**src/rtl/sisc_pkg.sv**
```systemverilog
// sisc_pkg: constants shared across the SISC processor.
// It holds the opcodes, the instruction-register field positions and the fetch-state encoding.
package sisc_pkg;

    // Opcode field values (ir[31:28])
    typedef enum logic [3:0] {
        NOOP   = 4'd0,
        LOD    = 4'd1,
        STR    = 4'd2,
        SWP    = 4'd3,
        BRA    = 4'd4,
        BRR    = 4'd5,
        BNE    = 4'd6,
        BNR    = 4'd7,
        ALU_OP = 4'd8,
        HLT    = 4'd15
    } opcode_t;

    // Instruction-register field positions
    localparam int OPCODE_MSB = 31;
    localparam int OPCODE_LSB = 28;
    localparam int MM_MSB     = 27;
    localparam int MM_LSB     = 24;
    localparam int IMM_MSB    = 15;
    localparam int IMM_LSB    = 0;

    // The wait counter is wide enough for MAX_WAIT up to 255
    localparam int WAIT_W = 8;

    typedef enum logic [1:0] {
        FS_IDLE = 2'd0,
        FS_REQ  = 2'd1,
        FS_DONE = 2'd2
    } fetch_state_t;

endpackage

```
**src/rtl/fetch_unit_pc_reg.sv**
```systemverilog
// pc_reg: the program counter, together with the next-PC and branch-target muxes.
// All arithmetic wraps modulo 2^ADDR_W.
module pc_reg #(
    parameter int ADDR_W = 16
) (
    input  logic              clk,
    input  logic              rst_f,
    input  logic              pc_rst,
    input  logic              pc_write,
    input  logic              pc_sel,
    input  logic              br_sel,
    input  logic [ADDR_W-1:0] imm,
    output logic [ADDR_W-1:0] pc_out,
    output logic [ADDR_W-1:0] br_addr
);

    logic [ADDR_W-1:0] pc_q;
    logic [ADDR_W-1:0] pc_in;

    // Branch target (absolute or PC-relative) and next-PC candidate
    always_comb begin
        br_addr = br_sel ? imm : pc_q + imm;
        pc_in   = pc_sel ? br_addr : pc_q + ADDR_W'(1);
    end

    // PC register: a clear takes priority over a load
    always_ff @(posedge clk or negedge rst_f) begin
        // NOTE: non-blocking assignments in clocked blocks avoid read/write ordering races between flops.
        if (!rst_f) begin
            pc_q <= '0;
        end else if (pc_rst) begin
            pc_q <= '0;
        end else if (pc_write) begin
            pc_q <= pc_in;
        end
    end

    assign pc_out = pc_q;

endmodule

```
**src/rtl/fetch_unit.sv**
```systemverilog
// fetch_unit: owns the PC, the IR and the instruction-memory request/acknowledge handshake.
// A rising edge on ir_load starts one fetch. The fetch ends on an ack, or on a timeout
// after MAX_WAIT request cycles, and ir_valid then pulses for one cycle.
module fetch_unit
    import sisc_pkg::*;
#(
    parameter int ADDR_W   = 16,
    parameter int INSTR_W  = 32,
    parameter int MAX_WAIT = 15
) (
    input  logic               clk,
    input  logic               rst_f,
    input  logic               pc_rst,
    input  logic               pc_write,
    input  logic               pc_sel,
    input  logic               br_sel,
    input  logic               ir_load,
    input  logic               im_ack,
    input  logic [INSTR_W-1:0] im_data,
    output logic               im_req,
    output logic [ADDR_W-1:0]  im_addr,
    output logic [ADDR_W-1:0]  pc_out,
    output logic [ADDR_W-1:0]  br_addr,
    output logic [INSTR_W-1:0] ir,
    output logic               ir_valid,
    output logic               fetch_err
);

    // Timeout fires at the end of the MAX_WAIT-th request cycle with no ack
    localparam logic [WAIT_W-1:0] WAIT_LAST = WAIT_W'(MAX_WAIT - 1);

    fetch_state_t      state, next_state;
    logic [WAIT_W-1:0] wait_cnt;
    logic              ir_load_q;
    logic              start, got_ack, timed_out;
    logic [ADDR_W-1:0] imm;

    assign imm = ADDR_W'(ir[IMM_MSB:IMM_LSB]);

    pc_reg #(.ADDR_W(ADDR_W)) u_pc_reg (
        .clk      (clk),
        .rst_f    (rst_f),
        .pc_rst   (pc_rst),
        .pc_write (pc_write),
        .pc_sel   (pc_sel),
        .br_sel   (br_sel),
        .imm      (imm),
        .pc_out   (pc_out),
        .br_addr  (br_addr)
    );

    // State register
    always_ff @(posedge clk or negedge rst_f) begin
        if (!rst_f) begin
            state <= FS_IDLE;
        end else begin
            state <= next_state;
        end
    end

    // Next-state logic and fetch events; pc_rst overrides everything
    always_comb begin
        // NOTE: every output gets a default first so no path leaves a latch behind.
        next_state = state;
        start      = 1'b0;
        got_ack    = 1'b0;
        timed_out  = 1'b0;
        unique case (state)
            FS_IDLE: begin
                if (ir_load && !ir_load_q) begin
                    next_state = FS_REQ;
                    start      = 1'b1;
                end
            end
            FS_REQ: begin
                if (im_ack) begin
                    next_state = FS_DONE;
                    got_ack    = 1'b1;
                end else if (wait_cnt == WAIT_LAST) begin
                    next_state = FS_DONE;
                    timed_out  = 1'b1;
                end
            end
            FS_DONE: next_state = FS_IDLE;
            default: next_state = FS_IDLE;
        endcase
        if (pc_rst) begin
            next_state = FS_IDLE;
            start      = 1'b0;
            got_ack    = 1'b0;
            timed_out  = 1'b0;
        end
    end

    // Request, address latch, wait counter, IR and sticky error
    always_ff @(posedge clk or negedge rst_f) begin
        if (!rst_f) begin
            ir_load_q <= 1'b0;
            im_req    <= 1'b0;
            im_addr   <= '0;
            wait_cnt  <= '0;
            ir        <= '0;
            fetch_err <= 1'b0;
        end else begin
            ir_load_q <= ir_load;
            if (pc_rst) begin
                im_req   <= 1'b0;
                wait_cnt <= '0;
                ir       <= '0;
            end else begin
                if (start) begin
                    im_addr  <= pc_out;
                    im_req   <= 1'b1;
                    wait_cnt <= '0;
                end else if (state == FS_REQ) begin
                    wait_cnt <= wait_cnt + WAIT_W'(1);
                end
                if (got_ack) begin
                    ir     <= im_data;
                    im_req <= 1'b0;
                end
                if (timed_out) begin
                    ir        <= '0;
                    im_req    <= 1'b0;
                    fetch_err <= 1'b1;
                end
            end
        end
    end

    assign ir_valid = (state == FS_DONE);

endmodule
```
**config.mk**
```make
export PLATFORM = sky130hd
export DESIGN_NAME = fetch_unit
export DESIGN_NICKNAME = d
export VERILOG_FILES = /design/src/rtl/sisc_pkg.sv /design/src/rtl/fetch_unit_pc_reg.sv /design/src/rtl/fetch_unit.sv
export SDC_FILE = /design/constraint.sdc
export NUM_CORES = 1
export LEC_CHECK = 0
export ABC_AREA = 1
export BUFFER_PORTS_ARGS = -buffer_cell sky130_fd_sc_hd__buf_2
export CORE_MARGIN = 1.5
export CORE_UTILIZATION = 50
export DETAILED_ROUTE_END_ITERATION = 10
export PLACE_DENSITY = 0.76
export SYNTH_ARGS = -nofsm -noshare
export SYNTH_HDL_FRONTEND = slang
export SYNTH_SLANG_ARGS = --single-unit
```
**constraint.sdc**
```tcl
create_clock -name clk -period 2.2 [get_ports clk]
set_input_delay 0.44 -clock clk [delete_from_list [all_inputs] [get_ports clk]]
set_output_delay 0.44 -clock clk [all_outputs]
set_load 0.01 [all_outputs]
```
Yosys cells after proc, flatten, opt, wreduce, memory -nomap -nowiden
Cells that the tools add are included.
Storage, ports and cells
  bits in registers: 77
  bits of input ports: 40
  output and inout bits: 83
  logic and storage cells: 56
Cells by class
  add/subtract/negate cells: 3
  equality and inequality tests: 5
  muxes and demuxes: 29
  bitwise operators: 1
  reduce and logical (&&, ||, !) cells: 10
Operators with widths (number)
  two-way mux 32 bit: 3
  two-way mux 16 bit: 4
  two-way mux 8 bit: 3
  adder 16 x 1 -> 16 bit, second input constant: 1
  adder 16 bit: 1
  two-way mux 1 bit: 14
  adder 8 x 1 -> 8 bit, second input constant: 1
  == test 8 x 4 -> 1 bit, second input constant: 1
  two-way mux 2 bit: 4
  AND reduction 2 bit: 3
  nonzero test 3 bit: 2
  inequality test 4 bit, second input constant: 1
  case mux 2 bit (2 select lines): 1
  nonzero test 4 bit: 1
  inequality test 3 bit, second input constant: 1
  == test 2 x 1 -> 1 bit, second input constant: 1
  == test 2 bit, second input constant: 1
  zero test 2 bit: 1
  nonzero test 2 bit: 1
  logical AND 1 bit: 1
  zero test 1 bit: 1
  NOT 1 bit: 1

Depth between registers and ports, before layout
  depth after elaboration: 9
  gate-level depth with buffers: 13
  mapped depth without buffers: 13

Hierarchy
From an unflattened synthesis, not the netlist that was laid out.
Second synthesis, totals
  cell total of the unflattened synthesis: 678
  area total of the unflattened synthesis: 4822.1 µm²
By module, submodules not included
  fetch_unit: instances 1, cells each 296, area each 2622.5 µm², seq. area each 1526.5 µm²
  pc_reg: instances 1, cells each 382, area each 2199.6 µm², seq. area each 400.4 µm²

Worst setup path after synthesis
No wires, ideal clock.
  path type: register to output
  start: reg u_pc_reg.pc_q[0] (netlist: u_pc_reg.pc_out[0])
  end: out br_addr[14]
  arrival time: 1.736 ns
  data required time: 1.760 ns
  path slack: 0.024 ns
  cell stages (with the launch flop): 12
  buffers on the path: 0
  cells stage by stage: dfrtp_1 > ha_1 > fa_1 > nand2_1 > nand2_1 > nand3b_1 > nand2_1 > nand2_1 > nand2_1 > nand2_1 > nand3_1 > nand2_1
Between the ends
  word-level cells in the longest chain between the ends: 2
RTL lines
  start, declared: line fetch_unit_pc_reg.sv:17  | logic [ADDR_W-1:0] pc_q;
  start signal, assigned: line fetch_unit_pc_reg.sv:34  | pc_q <= pc_in;
  adder 16 bit: line fetch_unit_pc_reg.sv:22  | br_addr = br_sel ? imm : pc_q + imm;
  two-way mux 16 bit: line fetch_unit_pc_reg.sv:22
  end, declared: line fetch_unit.sv:23  | output logic [ADDR_W-1:0] br_addr,
Every way passes these cells.

Worst setup path after layout
Ends and elaborated chain as after synthesis.

==> results.md <==
* Leak Pwr at 3.38 nW
* Avg Cell Area, Syn at 7.21 sq um
* YS warnings at 0
* Initial Utilization at 51.0%
* Initial antenna violation count at 0
* Clock share of power at 33.2%
* Max FO, Critical Path at 3
* Reg-to-Reg Start: u_pc_reg.pc_out[2]
* First-pass GRT wire length at 22,800 um
* Max Used Layer: met4
* Critical Path Source Type: register
* Slew @ Worst Pin at 0.520 ns
* Ys async rst share at 100%
* Post-Route WL at 13,900 um
* Worst hold slack at 0.0513 ns
* Core Region at 9150 sq um
* Clk Latency, worst-skew pair at 0.36 ns
* Synth Instances at 647
* Switching power at 0.00110 W
* Setup Viol. Count Final at 16
* Most frequent cells in the layout: nand2_1 (162), buf_2 (120), inv_1 (96)
* Num CTS Buffers at 9
* Met2 wire len at 6820 um
* Post-synth EDFFs at 0
* Pwr per Cell Area at 569 nW/um^2
* Worst-case clock buffer depth at 2
* Sequential power share at 44.1%
* Register area share after synthesis at 41.3%
* Worst r2r path cells at 19
* Status: finished, violations left
* Relative max-transition margin at 65.3%
* ANT cells at 0
* Clock Tree Root: clkbuf_8
* Placed Cells at 899
* Wl on met1 at 5930 um
* Most used cell, CP: nand2_2
* Syn_nets at 706
* Synth Flop Type: dfrtp_1
* Maximum vdd drop at 0.000466 V
* Mapped Area at 4660 sq um
* Flop2flop setup slack at -0.26 ns
* Critical setup path kind: reg -> out
* Final non-filler cell total at 934
* Wire length on met3 at 628 um
* Post-DP HPWL at 9930 um
* Switching Share at 30.7%
* Tmin final at 2.67 ns
* I/O Buffers at 122
* Final #Nets at 877
* Synth unique cells at 34
* Clock tree sinks at 77
* Unrepaired setup endpoints after global routing: true
* Die width at 99.6 um
* Routed Antenna Nets at 0
* H-Tree Depth at 3
* Vias at 4,918
* Gpl congestion at 0.909
* Worst-path clk slew at 0.08 ns
* Slowest CP cell: dfrtp_1
* Die area at 9920 sq um
* Commonest non-fill, non-tap cell in the layout: nand2_1
* Pins over their slew limit at 0
* Die Ht at 99.6 um
* Final-layout fill cell count at 760
* MaxCap Viol Count at 0
* Gr ovfl total at 0
* Critical-path cell list: ha_2 > fa_2 > nand2_2 > nand2_1 > nand3b_1 > nand2_2 > nand2_2 > nand2_1 > nand2_2 > nand3_2 > nand2_1 > buf_2
* Core Rows at 35
* Clock Skews at 0.0138 ns
* Number of global-route vias before repair at 4,798
* CTS tree: built
* Combinational Power Share at 22.7%
* Failing checks: setup timing
* Gr usage total at 29.4%
* Post-route DRC at 0
* Worst setup path start: u_pc_reg.pc_out[0]
* Ratio of final minimum period to clock period at 121%
* Kind of end point of the critical path: primary output
* Hold Path Class: in -> async
* Pint at 0.00248 W
* Crit-path max cell delay at 0.40 ns
* Reg2reg end: u_pc_reg.pc_out[15]
* Fmax at 375 MHz
* Share of cells above drive strength 1 at 31.5%
* DR WL/cell at 14.9 um
* Worst Path Required at 1.76 ns
* WP data arrival at 2.23 ns
* Number of register bits inferred by synthesis at 77
* Iteration-0 DRC count of the detailed router at 232
* # IOs at 123
* Via density at 5.27
* Largest net degree at the start of global routing at 40
* Synth-to-Final Area Change at 34.9%
* DR pass1 iterations at 4
* Fin. Hold Viols at 0
* Final Worst Setup Slack at -0.468 ns
==> per-stage QoR <==
step,setup slack [ns],instance area [sq um],TNS [ns],utilization [%],total power [W]
5_1_grt,-0.552,6290,-6.74,68.8,0.00376
2_1_floorplan,0.0236,4660,0,-,0.00197
6_report,-0.468,6290,-5.03,68.8,0.00358
3_3_place_gp,-0.0574,5640,-0.194,61.6,0.00230
3_5_place_dp,-0.143,5640,-0.454,61.6,0.00232
4_1_cts,-0.414,6200,-4.48,67.8,0.00357
==> cell usage after synthesis, types with 8 or more instances <==
master,n,area share (%)
ha_1,18,4.8
nor2_1,36,2.9
a21oi_1,19,2.0
o22ai_1,8,1.1
nand3_1,68,7.3
xor2_1,8,1.5
dfrtp_1,77,41
inv_1,98,7.9
nand2_1,179,14
o21ai_1,32,3.4
o21ai_0,31,3.3
clkbuf_1,11,0.89
==> sequential cells by signal (all words and copies together), names as in the netlist <==
register,count
wait_cnt,8
u_pc_reg.pc_out,16
fetch_err,1
state,2
im_addr,16
ir,32
ir_load_q,1
im_req,1
==> power by group through the flow <==
stage | registers, W | clock network [W] | logic, W
6_report | 0.00158 | 0.00119 | 0.000812
5_1_grt | 0.00159 | 0.00127 | 0.000898
4_1_cts | 0.00158 | 0.00121 | 0.000786
3_5_place_dp | 0.00159 | 0 | 0.000726
3_3_place_gp | 0.00159 | 0 | 0.000713
2_1_floorplan | 0.00165 | 0 | 0.000321
==> final cells by class <==
cell class	count	area [sq um]	area share, %
clock inverter	6	87.6	1.39
inverter	105	394	6.26
clock buffer	10	128	2.03
sequential	77	1930	30.6
tap	111	139	2.21
timing repair buffer	179	1070	17.0
multi-input combinational	446	2540	40.4
==> worst max path at each step <==
stage / to / slack (ns)
3_5_place_dp: br_addr[14] / -0.14
6_report: br_addr[14] / -0.47
4_1_cts: br_addr[14] / -0.41
3_3_place_gp: br_addr[8] / -0.06
5_1_grt: br_addr[14] / -0.55
2_1_floorplan: br_addr[14] / 0.02
==> kinds of logic after synthesis <==
| kind of cell | after synthesis | synth area share [%] |
|---|---|---|
| and+or+nand+nor | 319 | 30.0 |
| buffers and inverters | 124 | 10.3 |
| xor gates and xnor gates | 12 | 2.25 |
| adders and majority gates | 19 | 5.26 |
| AOI/OAI and AO/OA | 96 | 10.8 |
| DFF | 77 | 41.3 |
==> layer usage <==
| metal | vias to the layer above | global-route usage, % |
|---|---|---|
| met4 | 0 | 15.4 |
| met2 | 166 | 48.5 |
| met5 | - | 0 |
| met3 | 44 | 5.20 |
| met1 | 2292 | 36.9 |
| li1 | 2416 | - |
==> critical path, delay by kind of cell (launching register included) <==
family | cells | cell delay, ns
flops | 1 | 0.40
buf+inv | 1 | 0.12
fa+ha+maj | 2 | 0.55
simple gates | 9 | 0.79
==> repair_timing <==
action | CTS | global route
pin swaps | 11 | 7
setup endpoints to repair | 15 | 16
hold buffers | 0 | 0
setup buffers | 14 | 5
gates resized for setup | 39 | 15
Power figures use the tool's default switching activity.
